File: config.mk
export PLATFORM = sky130hd
export DESIGN_NAME = seq_detect_param_flat
export DESIGN_NICKNAME = d
export VERILOG_FILES = /design/src/rtl/seq_detect_param_if.sv /design/src/rtl/seq_detect_param.sv /design/src/flat_wrapper.sv
export SDC_FILE = /design/constraint.sdc
export NUM_CORES = 1
export LEC_CHECK = 0
export CORE_MARGIN = 2
export CORE_UTILIZATION = 43
export DETAILED_ROUTE_END_ITERATION = 7
export HOLD_SLACK_MARGIN = 0.12
export PLACE_DENSITY = 0.78
export SLEW_MARGIN = 20
export SYNTH_ARGS = -nofsm -noshare
export SYNTH_HDL_FRONTEND = slang
export SYNTH_SLANG_ARGS = --single-unit
File: constraint.sdc
create_clock -name i_clk -period 2.2 [get_ports i_clk]
set_clock_uncertainty 0.05 [all_clocks]
set_input_delay 0.22 -clock i_clk [delete_from_list [all_inputs] [get_ports i_clk]]
set_output_delay 0.22 -clock i_clk [all_outputs]
set_load 0.01 [all_outputs]
File: src/rtl/seq_detect_param_if.sv
// Serial-bit detector bus: qualified bit stream and controls in, match pulse and status out.
interface seq_detect_param_if #(
  parameter int PAT_LEN = 4,
  parameter int CNT_W   = 8
);
  localparam int FILL_W = $clog2(PAT_LEN + 1);

  logic               i_seq;
  logic               i_valid;
  logic               i_overlap;
  logic [PAT_LEN-1:0] i_pat;
  logic               i_pat_load;
  logic               i_cnt_clr;
  logic               o_match;
  logic [CNT_W-1:0]   o_match_cnt;
  logic [FILL_W-1:0]  o_fill;

  modport master (
    output i_seq, i_valid, i_overlap, i_pat, i_pat_load, i_cnt_clr,
    input  o_match, o_match_cnt, o_fill
  );

  modport slave (
    input  i_seq, i_valid, i_overlap, i_pat, i_pat_load, i_cnt_clr,
    output o_match, o_match_cnt, o_fill
  );
endinterface

File: src/rtl/seq_detect_param.sv
// Moore detector for a run-time-loadable PAT_LEN-bit serial pattern, with overlap control
// and a saturating match counter. Built as history + fill level instead of a per-pattern FSM.
module seq_detect_param #(
  parameter int          PAT_LEN = 4,
  parameter int          CNT_W   = 8,
  parameter logic [15:0] PAT_RST = 16'h000B
) (
  input  logic               i_clk,
  input  logic               i_rst,
  seq_detect_param_if.slave  bus
);
  localparam int                 FILL_W    = $clog2(PAT_LEN + 1);
  localparam logic [PAT_LEN-1:0] PAT_INIT  = PAT_RST[PAT_LEN-1:0];
  localparam logic [FILL_W-1:0]  FILL_FULL = FILL_W'(PAT_LEN);
  localparam logic [CNT_W-1:0]   CNT_MAX   = '1;

  logic [PAT_LEN-1:0] pat_q,  pat_d;
  logic [PAT_LEN-1:0] hist_q, hist_d;
  logic [FILL_W-1:0]  fill_q, fill_d;
  logic               match_q, match_d;
  logic [CNT_W-1:0]   cnt_q,  cnt_d;

  logic [PAT_LEN-1:0] hist_shift;
  logic [FILL_W-1:0]  fill_inc;
  logic               hit;

  always_comb begin
    hist_shift = {hist_q[PAT_LEN-2:0], bus.i_seq};
    fill_inc   = (fill_q == FILL_FULL) ? fill_q : fill_q + FILL_W'(1);
    hit        = (fill_inc == FILL_FULL) && (hist_shift == pat_q);

    pat_d   = pat_q;
    hist_d  = hist_q;
    fill_d  = fill_q;
    match_d = 1'b0;
    cnt_d   = cnt_q;

    // A pattern load wins over a same-cycle bit, which is dropped.
    if (bus.i_pat_load) begin
      pat_d  = bus.i_pat;
      hist_d = '0;
      fill_d = '0;
    end else if (bus.i_valid) begin
      hist_d  = hist_shift;
      fill_d  = (hit && !bus.i_overlap) ? '0 : fill_inc;
      match_d = hit;
    end

    if (bus.i_cnt_clr) begin
      cnt_d = '0;
    end else if (match_d && (cnt_q != CNT_MAX)) begin
      cnt_d = cnt_q + CNT_W'(1);
    end
  end

  always_ff @(posedge i_clk) begin
    if (i_rst) begin
      pat_q   <= PAT_INIT;
      hist_q  <= '0;
      fill_q  <= '0;
      match_q <= 1'b0;
      cnt_q   <= '0;
    end else begin
      pat_q   <= pat_d;
      hist_q  <= hist_d;
      fill_q  <= fill_d;
      match_q <= match_d;
      cnt_q   <= cnt_d;
    end
  end

  assign bus.o_match     = match_q;
  assign bus.o_match_cnt = cnt_q;
  assign bus.o_fill      = fill_q;
endmodule

File: src/flat_wrapper.sv
// flat-port wrapper written by rule: the top's interface ports become plain ports
module seq_detect_param_flat 
#(
  parameter int          PAT_LEN = 4,
  parameter int          CNT_W   = 8,
  parameter logic [15:0] PAT_RST = 16'h000B
)
  (i_clk, i_rst, bus_i_seq, bus_i_valid, bus_i_overlap, bus_i_pat, bus_i_pat_load, bus_i_cnt_clr, bus_o_match, bus_o_match_cnt, bus_o_fill);
  seq_detect_param_if #(.PAT_LEN(PAT_LEN), .CNT_W(CNT_W)) bus_i ();
  input  logic i_clk;
  input  logic i_rst;
  input wire logic [$bits(bus_i.i_seq)-1:0] bus_i_seq;
  input wire logic [$bits(bus_i.i_valid)-1:0] bus_i_valid;
  input wire logic [$bits(bus_i.i_overlap)-1:0] bus_i_overlap;
  input wire logic [$bits(bus_i.i_pat)-1:0] bus_i_pat;
  input wire logic [$bits(bus_i.i_pat_load)-1:0] bus_i_pat_load;
  input wire logic [$bits(bus_i.i_cnt_clr)-1:0] bus_i_cnt_clr;
  output wire logic [$bits(bus_i.o_match)-1:0] bus_o_match;
  output wire logic [$bits(bus_i.o_match_cnt)-1:0] bus_o_match_cnt;
  output wire logic [$bits(bus_i.o_fill)-1:0] bus_o_fill;
  assign bus_i.i_seq = bus_i_seq;
  assign bus_i.i_valid = bus_i_valid;
  assign bus_i.i_overlap = bus_i_overlap;
  assign bus_i.i_pat = bus_i_pat;
  assign bus_i.i_pat_load = bus_i_pat_load;
  assign bus_i.i_cnt_clr = bus_i_cnt_clr;
  assign bus_o_match = bus_i.o_match;
  assign bus_o_match_cnt = bus_i.o_match_cnt;
  assign bus_o_fill = bus_i.o_fill;
  seq_detect_param #(.PAT_LEN(PAT_LEN), .CNT_W(CNT_W), .PAT_RST(PAT_RST)) u_core (.i_clk(i_clk), .i_rst(i_rst), .bus(bus_i));
endmodule
# == Word-level counts from Yosys, hierarchy flattened ==
# Cells that the tools add are included.
# W data, S select, Z words.
# word_totals
reg_bits,19
wordCells,21
inputBits,11
# op_classes
addsub,2
reduce_logical,6
mux,4
eq_ne,4
# op_table
cell,n
$add A8 B1 Y8 const B,1
$ne A8 B8 Y1 const B,1
$eq A3 B3 Y1 const B,2
$mux W3,2
$eq A4 B4 Y1,1
$reduce_or A2 Y1,2
$add A3 B1 Y3 const B,1
$logic_and A1 B1 Y1,3
$mux W1,2
$logic_not A1 Y1,1

# == Logic depth before layout (Yosys ltp) ==
# Gate-level depths: netlist (run 1).
# logic_depth
ltp_word,7
depth_mapped,8
ltp_nobuf,7

# == Worst setup path before layout (run 1) ==
# No wires, ideal clock.
# synth_timing
path_kind,register -> register
start,"register u_core.fill_q[0], in the netlist u_core.bus.o_fill[0]"
end,"register u_core.cnt_q[6], in the netlist u_core.bus.o_match_cnt[6]"
synth_period_minus_slack_ns,2.346
stages_incl_launch_ff,8
path_slack_ns,-0.146
t_arrival_ns,2.181
path_cell_list,dfxtp_1 > inv_1 > ha_1 > or3b_1 > a211oi_2 > o2111ai_2 > or4_1 > and3_1
# synth_via
elab_chain_cells,7
word_cells_on_any_way,8
# synth_rtl
item,line,rtl
"start, declared",seq_detect_param.sv:19,"logic [FILL_W-1:0] fill_q, fill_d;"
"start signal, assigned",seq_detect_param.sv:66,fill_q <= fill_d;
$add A3 B1 Y3 or $eq A3 B3 Y1 (tied branches),seq_detect_param.sv:29,fill_inc = (fill_q == FILL_FULL) ? fill_q : fill_q + FILL_W'(1);
$mux W3 (*),seq_detect_param.sv:29,
$eq A3 B3 Y1 (*),seq_detect_param.sv:30,hit = (fill_inc == FILL_FULL) && (hist_shift == pat_q);
$logic_and A1 B1 Y1 (*),seq_detect_param.sv:30,
$mux W1 (*),seq_detect_param.sv:43,end else if (bus.i_valid) begin
$mux W1 (*),seq_detect_param.sv:39,if (bus.i_pat_load) begin
$logic_and A1 B1 Y1 (*),seq_detect_param.sv:51,end else if (match_d && (cnt_q != CNT_MAX)) begin
"end signal, assigned",seq_detect_param.sv:68,cnt_q <= cnt_d;
"end, declared",seq_detect_param.sv:21,"logic [CNT_W-1:0] cnt_q, cnt_d;"
# Mark *: on every way between the ends. The rest lies on a longest branch, timed or not.
# A chain may end at the register's enable or synchronous reset.

# == Final worst setup path (run 1) ==
# Ends and elaborated chain as after synthesis.

==> results of run 1 <==
[flip-flops by register name (all words and copies together), names as in the netlist]
register	cells
u_core.bus.o_match_cnt	8
u_core.hist_q	3
u_core.pat_q	4
u_core.bus.o_match	1
u_core.bus.o_fill	3
[what timing repair did]
item,CTS,global route
endpoints found under the setup margin,4,8
gates resized for setup,3,0
gates cloned,1,0
setup buffers,8,2
pin swaps,6,4
[cells by family after synthesis]
family | share of synthesized area, %
buffers and inverters | 4.17
multiplexers | 4.30
AO/OA/AOI/OAI | 19.5
flip-flops | 40.9
AND/OR/NAND/NOR | 22.4
adder cells (fa/ha/maj) | 4.03
XOR/XNOR | 4.70
[layout by cell type, fill, tap and decap left out, types with 3 or more instances in the layout]
| cell | count |
|---|---|
| clkdlybuf4s50_1 | 22 |
| dfxtp_1 | 17 |
| buf_4 | 15 |
| a21oi_1 | 7 |
| nor2_1 | 7 |
| nand2_1 | 6 |
| and3_1 | 4 |
| nand3_1 | 4 |
| xor2_1 | 4 |
| o31ai_1 | 4 |
| or4_1 | 4 |
| mux2i_1 | 4 |
| inv_1 | 3 |
| nor2b_1 | 3 |
| a211o_1 | 3 |
| o21ai_0 | 3 |
| clkbuf_4 | 3 |
[cell type report]
| type | count | area (um2) |
|---|---|---|
| multi-input cells | 75 | 537 |
| inverters | 5 | 21.3 |
| clock buffers | 3 | 22.5 |
| clock inverters | 1 | 6.26 |
| repair buffers | 39 | 349 |
| fillers | 173 | 644 |
| well taps | 27 | 33.8 |
| flip-flops and latches | 19 | 388 |
[worst paths after layout]
| kind | to | slack [ns] | cells after the start |
|---|---|---|---|
| setup / recovery | u_core.bus.o_match_cnt[6] | -0.002 | 7 |
| setup reg to reg | u_core.bus.o_match_cnt[6] | -0.002 | 7 |
| hold reg to reg | u_core.bus.o_match_cnt[5] | 0.46 | 2 |
| hold / removal | u_core.pat_q[3] | 0.46 | 2 |
[critical path, delay by kind of cell (launching register included)]
family / cells / cell delay, ns
AND/OR/NAND/NOR: 3 / 1.03
buffers and inverters: 1 / 0.04
AO/OA/AOI/OAI: 2 / 0.44
adder cells (fa/ha/maj): 1 / 0.15
flip-flops: 1 / 0.39
[per-layer routing]
layer  vias up  track usage [%]  wire length [um]
met5         -                0                 0
met4         0             6.76                33
met3         7             2.98                69
met2        20             37.1              1110
met1       453             22.9               984
li1        454                -                 -
[stage by stage]
step                      utilization (%)  instances  hold WS, ns  setup TNS (ns)
after floorplan                         -        104        0.242               0
after global placement               61.7        154        0.431        -0.00768
after detailed placement             61.7        154        0.443          -0.100
after CTS                            67.1        167        0.454         -0.0518
after global routing                 67.8        169        0.446          -0.370
final                                67.8        169        0.457        -0.00226
[report_power, final]
part           internal [W]  leakage, nW  switching (W)
sequential         0.000350        0.156     0.00000642
combinational     0.0000435        0.337      0.0000280
clock             0.0000703       0.0183       0.000113
total              0.000463        0.511       0.000147
==> run_results.csv, run 1 <==
group,metric,value,unit
sta,hold_viol_final,0,
pwr,peakVddDrop,0.320,mV
place,pre_cts_slack,-0.0427,ns
drt,drt_iter0_drc,8,
floorplanning,ios,23,
yosys,yosys-top-cells-count,"dfxtp_1, a21oi_1, nor2_1",
yosys,yosysSeqAreaShare,40.9,%
yosys,synth_edf_count,0,
yosys,synthTopCellsByArea,"dfxtp_1, mux2i_1, ha_1, a21oi_1, xor2_1",
sta,tightest_slew,0.368,ns
sta,rsz0062_at_grt,"true",
floorplanning,start_util,46.5,%
worst_hold_path,hp-class,"in -> reg",
sta,layout_setup_ws,-0.00226,ns
worst_setup_path,crit_arrival,2.35,ns
clocking,clockBufferDepth,2,
job,cap_violations,0,
yosys,netlist_instances,104,
worst_setup_path,end_kind,"flop",
finish,synthToLayoutAreaGrowth,45.8,%
floorplanning,rows,16,
worst_setup_path,path_cells,"inv_4 -> ha_4 -> or3b_1 -> a211oi_2 -> o2111ai_2 -> or4_1 -> and3_1",
place,placed_area,1230,um2
yosys,synth.most_common_cell,"dfxtp_1",
drt,wire_per_inst,13.0,um
grt,grt_pass1_wl,3970,um
yosys,ys_seq_elements,19,
place,globalplace.congestion,0.765,
worst_setup_path,worstPathMaxFanout,5,
pwr,p_total,0.000611,W
grt,overflow,0,
clocking,cts_tree,"built",
sta,setup_violations,1,
finish,antenna_cells,0,
worst_setup_path,max_stage_delay,0.49,ns
drt,drc,0,
worst_setup_path,worstSetupPathType,"reg -> reg",
drt,drt-total-wl,2200,um
floorplanning,die_h,50.5,um
clocking,root_buffer,"clkbuf_4",
worst_hold_path,holdCritStartpoint,"bus_i_pat[3]",
pwr,power.leakage,0.511,nW
floorplanning,die_w,50.5,um
yosys,yosysWarnings,0,
yosys,synth.avg_cell_area,8.95,um2
worst_setup_path,crit_start,"u_core.bus.o_fill[0]",
yosys,synth_cell_types,33,
grt,antenna_found_initial,0,
yosys,syn-num-nets,118,
clocking,cts.sinks,19,
grt,grt_usage,19.9,%
grt,grt_max_degree,13,
place,hpwl,1500,um
sta,slew_headroom,75.3,%
floorplanning,coreArea,2000,um2
yosys,synth_ff_type,"dfxtp_1",
clocking,cts_hold_buffers,0,
worst_setup_path,start_kind,"flop",
worst_setup_path,required,2.35,ns
clocking,h-tree-depth,1,
sta,slew_viol_final,0,
finish,nets,157,
drt,dr_total_vias,934,
worst_setup_path,worstReg2RegStart,"u_core.bus.o_fill[0]",
yosys,async_flop_share,0,%
sta,max_freq,454,MHz
sta,period_share,100,%
status,status,"complete, but fails checks",
clocking,cts.clk_slew.worst_paths,0.12,ns
place,io_buffers,22,
finish,drive_gt1_share,21.8,%
drt,route.antenna.remaining_nets,0,
status,violations,"setup timing",
floorplanning,die_area,2550,um2
yosys,netlist_area,931,um2
drt,vias_per_cell,5.53,
sta,min_period,2.20,ns
yosys,synth_top_cell_area_share,40.9,%
worst_setup_path,crit_path_top_delay_cell,"or4_1",
clocking,cts_buffers,3,
clocking,clock_latency,0.30,ns
yosys,synth_area_leader_cell,"dfxtp_1",
grt,grt_pass1_vias,935,
drt,drt-pass1-iter-count,4,
finish,postLayoutCellArea,1360,um2
pwr,power_density,450,nW/um2
No activity file was read; power rests on OpenSTA's default activity.
==> run 2, diff against run 1 <==
- SKIP_CTS_REPAIR_TIMING: not set -> 1
- SLEW_MARGIN: 20 -> not set
==> run_results.csv, run 2 (same netlist as run 1, synthesis figures left out) <==
group,metric,value,unit
status,status,"complete, but fails checks",
status,violations,"setup timing",
worst_setup_path,start_kind,"flop",
drt,drc,0,
worst_setup_path,max_stage_delay,0.40,ns
sta,rsz0062_at_grt,"true",
sta,tightest_slew,0.303,ns
worst_setup_path,rr_worst_depth,8,
place,dp_cells,154,
floorplanning,coreArea,2000,um2
grt,overflow,0,
finish,postLayoutCellArea,1300,um2
floorplanning,ios,23,
floorplanning,die_h,50.5,um
place,pre_cts_slack,-0.0427,ns
worst_setup_path,worstReg2RegStart,"u_core.bus.o_fill[0]",
worst_setup_path,worstPathMaxFanout,7,
place,globalplace.congestion,0.765,
clocking,clockBufferDepth,2,
finish,mostFrequentLayoutCells,"clkdlybuf4s50_1, dfxtp_1, a21oi_1, nor2_1",
finish,largest_reg_flops,8,
place,hpwl,1500,um
worst_setup_path,crit_start,"u_core.bus.o_fill[0]",
worst_setup_path,required,2.39,ns
floorplanning,die_area,2550,um2
finish,nets,148,
grt,grt_pass1_wl,3480,um
sta,min_period,2.22,ns
job,cap_violations,0,
worst_setup_path,crit_path_top_delay_cell,"dfxtp_4",
finish,antenna_cells,0,
grt,grt_pass1_vias,819,
clocking,root_buffer,"clkbuf_4",
floorplanning,die_w,50.5,um
drt,drt_iter0_drc,11,
clocking,cts.clk_slew.worst_paths,0.12,ns
drt,dr_total_vias,876,
sta,max_freq,451,MHz
sta,period_share,101,%
finish,fin_util,64.8,%
floorplanning,start_util,46.5,%
worst_setup_path,crit_arrival,2.41,ns
clocking,clock_latency,0.30,ns
clocking,cts.sinks,19,
grt,antenna_found_initial,0,
sta,setup_violations,3,
sta,slew_headroom,79.5,%
grt,grt_usage,17.5,%
pwr,power_density,467,nW/um2
worst_setup_path,path_cells,"inv_4 -> ha_4 -> or3b_1 -> a211oi_2 -> o2111ai_2 -> buf_6 -> or4_1 -> a21oi_1",
clocking,cts_tree,"built",
drt,drt-total-wl,2040,um
sta,layout_setup_ws,-0.0191,ns
worst_setup_path,end_kind,"flop",
drt,wire_per_inst,12.7,um
clocking,h-tree-depth,1,
pwr,peakVddDrop,0.322,mV
clocking,cts_buffers,3,
place,placed_area,1230,um2
drt,route.antenna.remaining_nets,0,
finish,finalNonFillerCells,160,
finish,synthToLayoutAreaGrowth,39.2,%
grt,grt_max_degree,15,
finish,drive_gt1_share,16.5,%
worst_setup_path,worstSetupPathType,"reg -> reg",
drt,vias_per_cell,5.48,
sta,slew_viol_final,0,
drt,drt-pass1-iter-count,4,
worst_hold_path,hold_depth,2,
finish,final_common_cell,"clkdlybuf4s50_1",
place,io_buffers,22,
pwr,power.leakage,0.472,nW
worst_hold_path,holdCritStartpoint,"bus_i_pat[0]",
worst_hold_path,hp-class,"in -> reg",
sta,hold_viol_final,0,
floorplanning,rows,16,
## run 2: where the power goes
part           internal, W  switching [W]  leakage [nW]
Combinational    0.0000386      0.0000264         0.298
Clock            0.0000703       0.000114        0.0183
Sequential        0.000350     0.00000679         0.156
Total             0.000458       0.000147         0.472
## run 2: through the flow
step,setup TNS [ns],total power (W),hold slack [ns]
floorplan,0,0.000396,0.242
global placement,-0.00768,0.000427,0.431
detailed placement,-0.100,0.000429,0.443
CTS,-0.164,0.000612,0.454
global route,-0.551,0.000639,0.446
finish,-0.0550,0.000606,0.456
## run 2: layer usage
layer  wire length [um]  up-vias  part of all wire, %  GRT usage, %
li1                   -      438                    -             -
met1                976      417                   48          21.2
met2                962       16                   47          30.7
met3                 64        5                  3.1          2.98
met4                 31        0                  1.5          6.76
met5                  0        -                    0             0
## run 2: path summary, 6_finish.rpt
check                                                  to  slack (ns)
worst max register to register  u_core.bus.o_match_cnt[5]       -0.02
worst min register to register  u_core.bus.o_match_cnt[5]        0.46
worst max-delay path            u_core.bus.o_match_cnt[5]       -0.02
worst min-delay path                      u_core.pat_q[0]        0.46
## run 2: cell type report
class | count | area, um2
clock inverter | 1 | 6.26
clock buffer | 3 | 22.5
inverter | 5 | 21.3
tap | 27 | 33.8
multi-input combinational | 75 | 537
timing repair buffer | 30 | 288
fill | 181 | 706
sequential | 19 | 388
## run 2: critical path: cells and delay by family, from the launching register on
kind,cells,cell delay [ns]
and+or+nand+nor,2,0.76
AOI/OAI and AO/OA,3,0.58
DFF,1,0.40
buffers and inverters,2,0.22
adders and majority gates,1,0.15
